--- src/rtl/hex_entry_pkg.sv ---
// Shared widths, reset constants and types for the
// switch/button hex entry block.
package hex_entry_pkg;

  localparam int DIGITS   = 6;
  localparam int NIBBLE_W = 4;
  localparam int ENTRY_W  = 24;
  localparam int OUT_W    = 32;

  typedef logic [2:0] cursor_t;

  localparam cursor_t CURSOR_RESET = 3'd5;

  typedef struct packed {
    logic load;
    logic commit;
    logic clear;
  } key_press_t;

endpackage

--- src/rtl/key_debounce.sv ---
// Synchronizer, debounce counter and press-edge detect for one
// active-low push-button.
module key_debounce #(
  parameter int DEBOUNCE_CYCLES = 50000
) (
  input  logic clk,
  input  logic rst,
  input  logic key_n,
  output logic press
);

  localparam int CW =
    (DEBOUNCE_CYCLES > 1) ? $clog2(DEBOUNCE_CYCLES) : 1;
  localparam logic [CW-1:0] LAST = CW'(DEBOUNCE_CYCLES - 1);

  logic [1:0]    sync;
  logic [CW-1:0] cnt;
  logic [1:0]    fill;
  logic          stable;
  logic          stable_d;
  logic          armed;
  logic          lvl;

  assign lvl = sync[1];

  always_ff @(posedge clk or posedge rst) begin
    if (rst) begin
      sync     <= 2'b11;
      cnt      <= '0;
      stable   <= 1'b1;
      stable_d <= 1'b1;
      fill     <= 2'd0;
      armed    <= 1'b0;
    end else begin
      sync     <= {sync[0], key_n};
      stable_d <= stable;
      if (lvl == stable) begin
        cnt <= '0;
      end else if (cnt == LAST) begin
        stable <= lvl;
        cnt    <= '0;
      end else begin
        cnt <= cnt + CW'(1);
      end
      if (fill != 2'd2)
        fill <= fill + 2'd1;
      // arm only once a real released level has been seen
      if (fill == 2'd2 && stable && lvl)
        armed <= 1'b1;
    end
  end

  assign press = armed & stable_d & ~stable;

endmodule

--- src/rtl/hex_value_entry.sv ---
// Hex digit entry buffer with cursor and a valid/ready
// output register for committed values.
module hex_value_entry
  import hex_entry_pkg::*;
#(
  parameter int DEBOUNCE_CYCLES = 50000
) (
  input  logic                clk,
  input  logic                rst,
  input  logic [NIBBLE_W-1:0] sw,
  input  logic                key_load_n,
  input  logic                key_commit_n,
  input  logic                key_clear_n,
  output logic [ENTRY_W-1:0]  entry,
  output cursor_t             cursor,
  output logic [OUT_W-1:0]    out_val,
  output logic                out_valid,
  input  logic                out_ready
);

  key_press_t          press;
  logic [ENTRY_W-1:0]  entry_load;
  cursor_t             cursor_dec;
  logic                commit_ok;

  key_debounce #(.DEBOUNCE_CYCLES(DEBOUNCE_CYCLES)) u_load (
    .clk   (clk),
    .rst   (rst),
    .key_n (key_load_n),
    .press (press.load)
  );

  key_debounce #(.DEBOUNCE_CYCLES(DEBOUNCE_CYCLES)) u_commit (
    .clk   (clk),
    .rst   (rst),
    .key_n (key_commit_n),
    .press (press.commit)
  );

  key_debounce #(.DEBOUNCE_CYCLES(DEBOUNCE_CYCLES)) u_clear (
    .clk   (clk),
    .rst   (rst),
    .key_n (key_clear_n),
    .press (press.clear)
  );

  always_comb begin
    entry_load = entry;
    for (int i = 0; i < DIGITS; i++) begin
      if (cursor == cursor_t'(i))
        entry_load[i*NIBBLE_W +: NIBBLE_W] = sw;
    end
  end

  assign cursor_dec =
    (cursor == 3'd0) ? CURSOR_RESET : cursor - 3'd1;

  // a pending value blocks capture unless it leaves this cycle
  assign commit_ok =
    press.commit & (~out_valid | out_ready);

  always_ff @(posedge clk or posedge rst) begin
    if (rst) begin
      entry  <= '0;
      cursor <= CURSOR_RESET;
    end else if (press.clear) begin
      entry  <= '0;
      cursor <= CURSOR_RESET;
    end else if (press.load) begin
      entry  <= entry_load;
      cursor <= cursor_dec;
    end
  end

  always_ff @(posedge clk or posedge rst) begin
    if (rst) begin
      out_val   <= '0;
      out_valid <= 1'b0;
    end else if (commit_ok) begin
      out_val   <= {{(OUT_W-ENTRY_W){1'b0}}, entry};
      out_valid <= 1'b1;
    end else if (out_ready) begin
      out_valid <= 1'b0;
    end
  end

endmodule

--- config.mk ---
export PLATFORM = sky130hd
export DESIGN_NAME = hex_value_entry
export DESIGN_NICKNAME = d
export VERILOG_FILES = /design/src/rtl/hex_entry_pkg.sv /design/src/rtl/key_debounce.sv /design/src/rtl/hex_value_entry.sv
export SDC_FILE = /design/constraint.sdc
export NUM_CORES = 1
export LEC_CHECK = 0
export BUFFER_PORTS_ARGS = -buffer_cell sky130_fd_sc_hd__buf_2
export CAP_MARGIN = 30
export CORE_ASPECT_RATIO = 0.6
export CORE_UTILIZATION = 37
export CTS_CLUSTER_SIZE = 16
export DETAILED_ROUTE_END_ITERATION = 6
export SLEW_MARGIN = 20
export SYNTH_ARGS = -nofsm -noshare
export SYNTH_HDL_FRONTEND = slang
export SYNTH_SLANG_ARGS = --single-unit
--- constraint.sdc ---
create_clock -name clk -period 4.2 [get_ports clk]
set_clock_uncertainty 0.2 [all_clocks]
set_input_delay 0.21 -clock clk [delete_from_list [all_inputs] [get_ports clk]]
set_output_delay 0.21 -clock clk [all_outputs]
set_load 0.005 [all_outputs]
==> flow_summary.yaml <==
sta:
  worst_slew_pin_slew_ps: 634
  final.period_utilization_pct: 45.2
  rsz0062_at_grt: "no"
  fmax_ghz: 0.527
  setup_violations: 0
  finalHoldViolCount: 0
  slew_headroom_pct: 57.6
  worst_slack_ps: 2300
  holdWs_ps: 154
  maxSlewViolCount: 0
  tns_ps: 0
  fin_crit_ps: 1900
worst_setup_path:
  path_delay_family: "simple AND/OR/NAND/NOR gates"
  path_class: "reg -> reg"
  path_cells: "nand4bb_1 > or3_1 > nand3_2 > o21ai_2"
  crit_path_end_kind: "register"
  reg2reg_from: "u_load.stable_d"
  reg2reg_to: "entry[2]"
  setup.worst_path.start_class: "register"
  cpPeakStageDelay_ps: 580
  worstPathRequired_ps: 4260
  path_buf_inv: 0
  cp_slowest_cell: "or3_1"
  regToRegSetupSlack_ps: 2300
  rr_worst_depth: 4
  cp.arrival_ps: 1960
  cp_max_fo: 9
cts:
  cts_tree: "built"
  insertion_delay_ps: 400
  clock-sinks: 121
  htreeDepth: 4
  cts-root-buf: "clkbuf_16"
  clock_path_buffers: 2
  clkSlewWorstSetupHoldPaths_ps: 60
  numCtsBuffers: 17
  cts_resized: 0
cells_and_area:
  n_antenna_cell: 0
  fill_cells: 1270
  final_area_um2: 6600
  drive_above_1_share_pct: 30.5
  finalNetCount: 553
  syn_to_final_growth_pct: 22.1
power:
  ir_drop_v: 0.000316
  leakagePower_uw: 0.00304
  p_int_uw: 2110
  p_comb_share_pct: 2.6
  power_frac_clock_pct: 53.5
  p_sw_uw: 600
  p_per_area_nw_per_um2: 411
  seqPwrFrac_pct: 43.9
  switching_share_pct: 22.1
synthesis:
  ys_warn_count: 0
  synth_top_cell_area_share_pct: 49.6
  synth_cell_types: 42
  yosys-top-cells-area: "dfrtp_1 (50%), dfstp_2 (6.8%), xnor2_1 (6.0%)"
  avgSynthCellArea_um2: 11.9
  ys_ff_latch: 121
  synth_area_um2: 5400
  yosysSeqAreaShare_pct: 56.4
  synth_cells: 454
  synth_largest_area_cell: "dfrtp_1"
place:
  port_buffers: 61
  gp_congestion: 0.797
  placed_cell_area_um2: 5900
  dpl_worst_slack_ps: 2180
  dp_hpwl_um: 7390
route:
  routed_via_density: 4.80
  drtIter0Drc: 287
  wl_um: 10700
  dr.pass1.iters: 4
  num_vias: 3560
  ant_nets: 0
  routedWlPerCell_um: 14.4
  drc: 0
global_route:
  grt_util_all_layers_pct: 15.8
  grt_pass1_wl_um: 18300
  antenna_found_initial: 0
  grt_remaining_overflow: 0
  grt_pass1_vias: 3529
  grt_max_degree: 54
floorplan:
  fp-row-count: 33
  core_area_um2: 14000
  start_util_pct: 38.7
  die_x_um: 158
  io_pins: 70
  die_height_um: 95.6
  die-area_um2: 15100
worst_hold_path:
  worstHoldPathType: "reg -> reg"
  hold_depth: 0
  holdCritStartpoint: "u_clear.sync[0]"
  hold_end: "u_clear.sync[1]"
outcome:
  status: "complete, no violations"
run:
  drv_cap: 0
==> cell type report <==
type	count	area (um2)	area share, %
tap	192	240	3.64
inverter	19	73.8	1.12
timing repair buffer	75	460	6.98
sequential	121	3050	46.2
clock buffer	19	453	6.86
multi-input combinational	303	2180	33.1
clock inverter	13	143	2.16
==> worst max path at each step <==
stage                        to  slack, ps  cells after the start        startpoint
2_1_floorplan         cursor[1]        600                      1               rst
3_3_place_gp          entry[18]       2270                      3    u_clear.stable
3_5_place_dp          entry[18]       2180                      3    u_clear.stable
4_1_cts               entry[16]       2150                      3    u_clear.stable
5_1_grt        u_commit.cnt[14]       2090                      4  u_commit.cnt[11]
6_report               entry[2]       2300                      4   u_load.stable_d
==> synth_stat cells, drive strengths merged <==
cell type	n
or3	2
nor3	10
conb	1
mux2i	11
xor2	9
xnor2	37
nand4	12
a21oi	4
o21ai	18
nor2	59
nand4b	1
ha	6
and4bb	3
a31o	4
mux2	27
nand2	23
buf	18
nand3	35
nor3b	2
inv	19
nand3b	4
nand4bb	1
or2	1
and3	6
nor4b	3
nor4	13
dfstp	14
nor4bb	4
dfrtp	107
==> routing by layer <==
layer,up-vias,global-route usage [%],wire (um)
met2,44,22.1,4720
met5,-,0,0
met4,0,4.57,34
met1,1788,24.0,5680
li1,1724,-,-
met3,4,3.77,280
==> power by group through the flow <==
stage / Clock (uW) / Sequential (uW) / Combinational [uW]
3_5_place_dp: 0 / 1210 / 65.6
4_1_cts: 1490 / 1190 / 72.9
3_3_place_gp: 0 / 1210 / 60.6
5_1_grt: 1550 / 1190 / 81.1
2_1_floorplan: 0 / 1210 / 45.6
6_report: 1450 / 1190 / 70.3
==> sequential cells by signal, summed over array words and instances (netlist names), 3 cells and up <==
| signal | count |
|---|---|
| entry | 24 |
| u_commit.cnt | 16 |
| cursor | 3 |
| u_clear.cnt | 16 |
| u_load.cnt | 16 |
| out_val | 24 |
==> repair_timing <==
action                                 in CTS  in global routing
endpoints found under the hold margin      65                  0
buffers inserted                            0                  0
hold buffers                                9                  0
==> layout by cell type, fill, tap and decap left out, types with 5 or more instances in the layout <==
cell type	count
dfrtp_1	107
buf_2	61
nor2_1	57
xnor2_1	37
nand3_1	27
nand2_1	21
inv_1	18
clkbuf_16	17
mux2_2	15
dfstp_2	14
nor4_2	13
mux2_1	12
mux2i_1	11
nand4_1	10
nor3_1	10
o21ai_0	9
xor2_1	9
dlygate4sd3_1	9
conb_1	8
nand3_2	7
and3_1	6
ha_1	6
o21ai_1	5
clkinvlp_4	5
==> per-stage QoR <==
stage                     instances  total power [uW]  utilization [%]
after floorplan                 461              1260                -
after global placement          699              1270             42.1
after detailed placement        700              1280             42.3
after CTS                       741              2750             47.2
after global routing            742              2820             47.3
final                           742              2710             47.3
==> cell families after synthesis <==
family | share of synthesized area, %
buf+inv | 3.71
fa+ha+maj | 1.39
other cells | 0.0694
xor+xnor | 7.46
simple gates | 20.3
mux | 7.67
compound gates | 3.03
flops | 56.4
(Power assumes the default switching activity.)
